==> src/rtl/morse_key_classifier.sv <==
// Morse key classifier: synchronises and debounces a raw key, times each
// press into a DOT or DASH pulse, and times the idle gaps between presses
// into LETTER_END and WORD_END pulses.
//
// Ports:
//   CLK        - clock
//   RESET      - asynchronous, active-high reset
//   PB         - raw key input, asynchronous to CLK
//   DPB        - debounced key level, high while PRESSED or HELD
//   DOT        - one-cycle pulse, short press released
//   DASH       - one-cycle pulse, long press released
//   LETTER_END - one-cycle pulse, letter gap elapsed after a symbol
//   WORD_END   - one-cycle pulse, word gap elapsed after a symbol
//   CANCEL     - one-cycle pulse, release from HELD (optional feature)
//   BUSY       - high when not IDLE or when a gap event is pending
//
// Optional feature macro: MORSE_HOLD_CANCEL_EN
//   defined   - release from HELD emits CANCEL and drops pending gap events
//   undefined - release from HELD emits DASH, CANCEL is tied 0
//
// Every *_CYC threshold must be below 2**CNT_W, with
// DEBOUNCE_CYC < DOT_MAX_CYC < HOLD_MAX_CYC and
// DEBOUNCE_CYC < LETTER_GAP_CYC < WORD_GAP_CYC.

module morse_key_classifier #(
    parameter int CNT_W          = 28,
    parameter int DEBOUNCE_CYC   = 8388608,
    parameter int DOT_MAX_CYC    = 16777216,
    parameter int HOLD_MAX_CYC   = 33554432,
    parameter int LETTER_GAP_CYC = 16777216,
    parameter int WORD_GAP_CYC   = 67108864
) (
    input  logic CLK,
    input  logic RESET,
    input  logic PB,
    output logic DPB,
    output logic DOT,
    output logic DASH,
    output logic LETTER_END,
    output logic WORD_END,
    output logic CANCEL,
    output logic BUSY
);

    localparam logic [2:0] S_IDLE    = 3'd0;
    localparam logic [2:0] S_DEB     = 3'd1;
    localparam logic [2:0] S_PRESSED = 3'd2;
    localparam logic [2:0] S_HELD    = 3'd3;
    localparam logic [2:0] S_LOCKOUT = 3'd4;

    localparam logic [CNT_W-1:0] CNT_ONE     = CNT_W'(1);
    localparam logic [CNT_W-1:0] CNT_MAX     = {CNT_W{1'b1}};
    localparam logic [CNT_W-1:0] DEB_LAST    = CNT_W'(DEBOUNCE_CYC - 1);
    localparam logic [CNT_W-1:0] DOT_LIM     = CNT_W'(DOT_MAX_CYC);
    localparam logic [CNT_W-1:0] HOLD_LAST   = CNT_W'(HOLD_MAX_CYC - 1);
    localparam logic [CNT_W-1:0] LETTER_LAST = CNT_W'(LETTER_GAP_CYC - 1);
    localparam logic [CNT_W-1:0] WORD_LAST   = CNT_W'(WORD_GAP_CYC - 1);

    logic             pb_m;
    logic             pb_s;
    logic [2:0]       state;
    logic [2:0]       state_nx;
    logic [CNT_W-1:0] press_cnt;
    logic [CNT_W-1:0] press_nx;
    logic [CNT_W-1:0] press_inc;
    logic [CNT_W-1:0] gap_cnt;
    logic [CNT_W-1:0] gap_nx;
    logic [CNT_W-1:0] gap_inc;
    logic             letter_pend;
    logic             letter_nx;
    logic             word_pend;
    logic             word_nx;
    logic             dot_nx;
    logic             dash_nx;
    logic             held_rel;
    logic             letter_end_nx;
    logic             word_end_nx;
    logic             press_counting;

    // Two-flop synchroniser; everything downstream looks only at pb_s.
    always_ff @(posedge CLK or posedge RESET) begin
        if (RESET) begin
            pb_m <= 1'b0;
            pb_s <= 1'b0;
        end else begin
            pb_m <= PB;
            pb_s <= pb_m;
        end
    end

    // Both counters saturate instead of wrapping.
    assign press_inc = (press_cnt == CNT_MAX) ? press_cnt : press_cnt + CNT_ONE;
    assign gap_inc   = (gap_cnt == CNT_MAX) ? gap_cnt : gap_cnt + CNT_ONE;

    assign press_counting = (state == S_DEB) || (state == S_PRESSED) ||
                            (state == S_LOCKOUT);

    always_comb begin
        state_nx      = state;
        gap_nx        = gap_cnt;
        letter_nx     = letter_pend;
        word_nx       = word_pend;
        dot_nx        = 1'b0;
        dash_nx       = 1'b0;
        held_rel      = 1'b0;
        letter_end_nx = 1'b0;
        word_end_nx   = 1'b0;

        // Gap thresholds are checked in every state; gap_cnt sits at 0
        // while the key is down, so they cannot fire mid-press.
        if (letter_pend && (gap_cnt == LETTER_LAST)) begin
            letter_end_nx = 1'b1;
            letter_nx     = 1'b0;
        end
        if (word_pend && (gap_cnt == WORD_LAST)) begin
            word_end_nx = 1'b1;
            word_nx     = 1'b0;
        end

        unique case (state)
            S_IDLE: begin
                gap_nx = gap_inc;
                if (pb_s) begin
                    state_nx = S_DEB;
                end
            end
            S_DEB: begin
                gap_nx = gap_inc;
                if (!pb_s) begin
                    state_nx = S_IDLE;
                end else if (press_cnt == DEB_LAST) begin
                    // A confirmed press continues the current letter.
                    state_nx = S_PRESSED;
                    gap_nx   = '0;
                end
            end
            S_PRESSED: begin
                // Release takes priority over reaching the hold limit.
                if (!pb_s) begin
                    state_nx = S_LOCKOUT;
                    if (press_cnt < DOT_LIM) begin
                        dot_nx = 1'b1;
                    end else begin
                        dash_nx = 1'b1;
                    end
                end else if (press_cnt == HOLD_LAST) begin
                    state_nx = S_HELD;
                end
            end
            S_HELD: begin
                if (!pb_s) begin
                    state_nx = S_LOCKOUT;
                    held_rel = 1'b1;
                end
            end
            S_LOCKOUT: begin
                gap_nx = gap_inc;
                if (press_cnt == DEB_LAST) begin
                    state_nx = S_IDLE;
                end
            end
            default: begin
                state_nx = S_IDLE;
            end
        endcase

`ifndef MORSE_HOLD_CANCEL_EN
        dash_nx = dash_nx | held_rel;
`endif

        // A symbol restarts gap timing and arms both gap events.
        if (dot_nx || dash_nx) begin
            letter_nx = 1'b1;
            word_nx   = 1'b1;
            gap_nx    = '0;
        end

`ifdef MORSE_HOLD_CANCEL_EN
        // An aborted hold also aborts the partial letter.
        if (held_rel) begin
            letter_nx = 1'b0;
            word_nx   = 1'b0;
            gap_nx    = '0;
        end
`endif

        if (state_nx != state) begin
            press_nx = '0;
        end else if (press_counting) begin
            press_nx = press_inc;
        end else begin
            press_nx = press_cnt;
        end
    end

    always_ff @(posedge CLK or posedge RESET) begin
        if (RESET) begin
            state       <= S_IDLE;
            press_cnt   <= '0;
            gap_cnt     <= '0;
            letter_pend <= 1'b0;
            word_pend   <= 1'b0;
            DPB         <= 1'b0;
            DOT         <= 1'b0;
            DASH        <= 1'b0;
            LETTER_END  <= 1'b0;
            WORD_END    <= 1'b0;
            BUSY        <= 1'b0;
        end else begin
            state       <= state_nx;
            press_cnt   <= press_nx;
            gap_cnt     <= gap_nx;
            letter_pend <= letter_nx;
            word_pend   <= word_nx;
            DPB         <= (state_nx == S_PRESSED) || (state_nx == S_HELD);
            DOT         <= dot_nx;
            DASH        <= dash_nx;
            LETTER_END  <= letter_end_nx;
            WORD_END    <= word_end_nx;
            BUSY        <= (state_nx != S_IDLE) || letter_nx || word_nx;
        end
    end

`ifdef MORSE_HOLD_CANCEL_EN
    always_ff @(posedge CLK or posedge RESET) begin
        if (RESET) begin
            CANCEL <= 1'b0;
        end else begin
            CANCEL <= held_rel;
        end
    end
`else
    assign CANCEL = 1'b0;
`endif

endmodule

==> config.mk <==
export PLATFORM = sky130hd
export DESIGN_NAME = morse_key_classifier
export DESIGN_NICKNAME = d
export VERILOG_FILES = /design/src/rtl/morse_key_classifier.sv
export SDC_FILE = /design/constraint.sdc
export NUM_CORES = 1
export LEC_CHECK = 0
export ABC_AREA = 0
export CAP_MARGIN = 20
export CORE_MARGIN = 4
export CORE_UTILIZATION = 61
export DETAILED_ROUTE_END_ITERATION = 10
export PLACE_DENSITY = 0.85
export SYNTH_ARGS = -nofsm -noshare
export SYNTH_HDL_FRONTEND = slang
export SYNTH_SLANG_ARGS = --single-unit
==> constraint.sdc <==
create_clock -name CLK -period 3.4 [get_ports CLK]
set_input_delay 0.68 -clock CLK [delete_from_list [all_inputs] [get_ports CLK]]
set_output_delay 0.68 -clock CLK [all_outputs]
set_load 0.02 [all_outputs]
==> results.yml <==
setup_path:
  required_ns: 3.62
  crit_family: "simple AND/OR/NAND/NOR gates"
  end_kind: "flop"
  start_kind: "flop"
  critPathMaxFanout: 9
  slowest_delay_ns: 0.69
  crit_slowest_cell: "or4b_1"
  path_cells: "nand4_1, or4b_1, o31ai_1, buf_4, nor4_1, xnor2_1, nor2_1"
  cp.arrival_ns: 2.85
  critPathBufInv: 1
  critPathKind: "flop to flop"
synth:
  yosysMostFrequentCell: "dfrtp_1"
  yosysUniqueCellTypes: 52
  yosys_warnings: 0
  synth_edf_count: 0
  synth_top_area_share_pct: 46.92
  synthCells: 395
  netlist_area_mm2: 0.003680
  synth.net_count: 400
  yosys-top-cells-count: "dfrtp_1, nor2_1, nand2_1"
  ys_seq_area_share_pct: 46.92
  synthArstFlopShare_pct: 100.0
  synth_top_area_cell: "dfrtp_1"
  ys_seq_elements: 69
  synthFlopType: "dfrtp_1"
  syn_avg_cell_area_um2: 9.316
  synthTopCellsByArea: "dfrtp_1, nor2_1, xnor2_1"
run_status:
  status: "finished clean"
die:
  initial_core_util_pct: 62.52
  dieArea_mm2: 0.007339
  core-area_mm2: 0.005886
  die_w_um: 85.67
  ios: 10
  rows: 28
  die_y_um: 85.67
global_route:
  grt-ovfl-total: 0
  busiest_layer: "met2"
  grt_pass1_wl_um: 13060
  grt.total_usage_pct: 22.17
  grt_pass1_vias: 2847
  antenna_found_initial: 0
  grt_start_max_net_pins: 70
  use_met1_pct: 29.37
  grtUsageMet3_pct: 5.283
  met2_usage_pct: 35.45
clock_network:
  cts_made_buffers: 9
  cts-resized-gates: 0
  cts.sinks: 69
  cts_max_level: 3
  root_buffer: "clkbuf_8"
  path_clk_slew_ns: 0.07
  postCtsHoldBufs: 0
  cts_tree: "yes"
  ctsLongestPathBuffers: 2
  cts_setup_buffers: 0
  clk_latency_ns: 0.35
cells_and_area:
  reg.largest.list: "gap_cnt (28), press_cnt (28), state (3)"
  fin_area_mm2: 0.004033
  syn2layout_area_growth_pct: 9.589
  n_antenna_cell: 0
  layout.cells.non_filler: 480
  nets: 405
  drive_above_1_share_pct: 7.407
sta:
  relSlewSlack_pct: 47.08
  finalMaxSlewViolations: 0
  fin_crit_ns: 2.633
  finalCritPeriodShare_pct: 77.44
  hold_slack_ns: 0.3513
  setup_tns_ns: 0
  setup_violations: 0
  tightest_slew_ns: 0.7909
  grt_setup_unrepaired: "false"
  hold_viol_final: 0
  fmax_ghz: 0.3798
  finalClockSkew_ns: 0.01173
run:
  cap_violations: 0
route:
  wire_per_inst_um: 15.47
  routed_wl_um: 7427
  drt_pass1_iterations: 6
  via_count: 2966
  via_per_inst: 6.179
  drtAntennaViolNets: 0
  drc_errors: 0
  drt_iter0_markers: 202
pwr:
  powerDensity_mw_per_mm2: 423.0
  fin_total_pwr_uw: 1706
  vdd_drop_max_v: 0.0003995
  leakagePower_uw: 0.001659
placement:
  hpwl_um: 4858
  place.port_buffers: 8
  dp.cells: 464
  placed_area_mm2: 0.003784
  gp_congestion: 0.8899
min_path:
  hold_path_class: "flop to flop"
[report_power, final]
part | total (uW) | switching (uW) | internal (uW) | leakage [uW]
logic | 50.8 | 35.9 | 14.9 | 0.000596
clock network | 824 | 314 | 510 | 0.000124
registers | 831 | 5.86 | 825 | 0.000939
total | 1710 | 356 | 1350 | 0.00166
[logic make-up (layout without fill, tap and decap cells)]
logic type	Yosys count	after routing	synth area share (%)
buffers and inverters	29	39	4.182
adders and majority gates	2	2	0.6799
and+or+nand+nor	201	201	28.22
DFF	69	69	46.92
AOI/OAI and AO/OA	56	56	11.02
xor gates and xnor gates	35	35	8.330
muxes	2	2	0.5441
other	1	1	0.1019
[final cells by class]
cell class / count / area [um^2]
clock inverters: 5 / 107.6
multi-input cells: 297 / 1799
fillers: 446 / 1853
flip-flops and latches: 69 / 1727
well taps: 75 / 93.84
repair buffers: 12 / 122.6
clock buffers: 11 / 141.4
inverters: 11 / 41.29
[metrics by stage]
step / setup WS, ns / utilization, %
floorplan: 0.9306 / -
global placement: 0.8208 / 64.29
detailed placement: 0.7675 / 64.29
CTS: 0.7596 / 68.52
global route: 0.6098 / 68.52
finish: 0.7670 / 68.52
[cell usage in the layout, fill, tap and decap left out, types with 8 or more instances in the layout]
| cell type | count |
|---|---|
| clkbuf_8 | 10 |
| clkdlybuf4s50_1 | 8 |
| dfrtp_1 | 69 |
| inv_1 | 10 |
| nand2_1 | 35 |
| nand3_1 | 23 |
| nand4_1 | 22 |
| nor2_1 | 54 |
| nor3_1 | 12 |
| nor4_1 | 13 |
| o21ai_0 | 10 |
| xnor2_1 | 23 |
| xor2_1 | 12 |
[final timing paths]
check,from,endpoint,slack (ns),cells past startpoint
min reg2reg,pb_m,pb_s,0.35,0
min in group asynchronous,RESET,gap_cnt[5],0.72,3
min,pb_m,pb_s,0.35,0
max reg2reg,press_cnt[3],press_cnt[12],0.77,7
max in group asynchronous,RESET,press_cnt[23],2.39,3
max,press_cnt[3],press_cnt[12],0.77,7
[routing by layer]
metal  wire length, um  share of wire [%]
met4               123                1.7
met5                 0                  0
met3               295                4.0
met2              3681                 50
met1              3328                 45
Power figures use the tool's default switching activity.
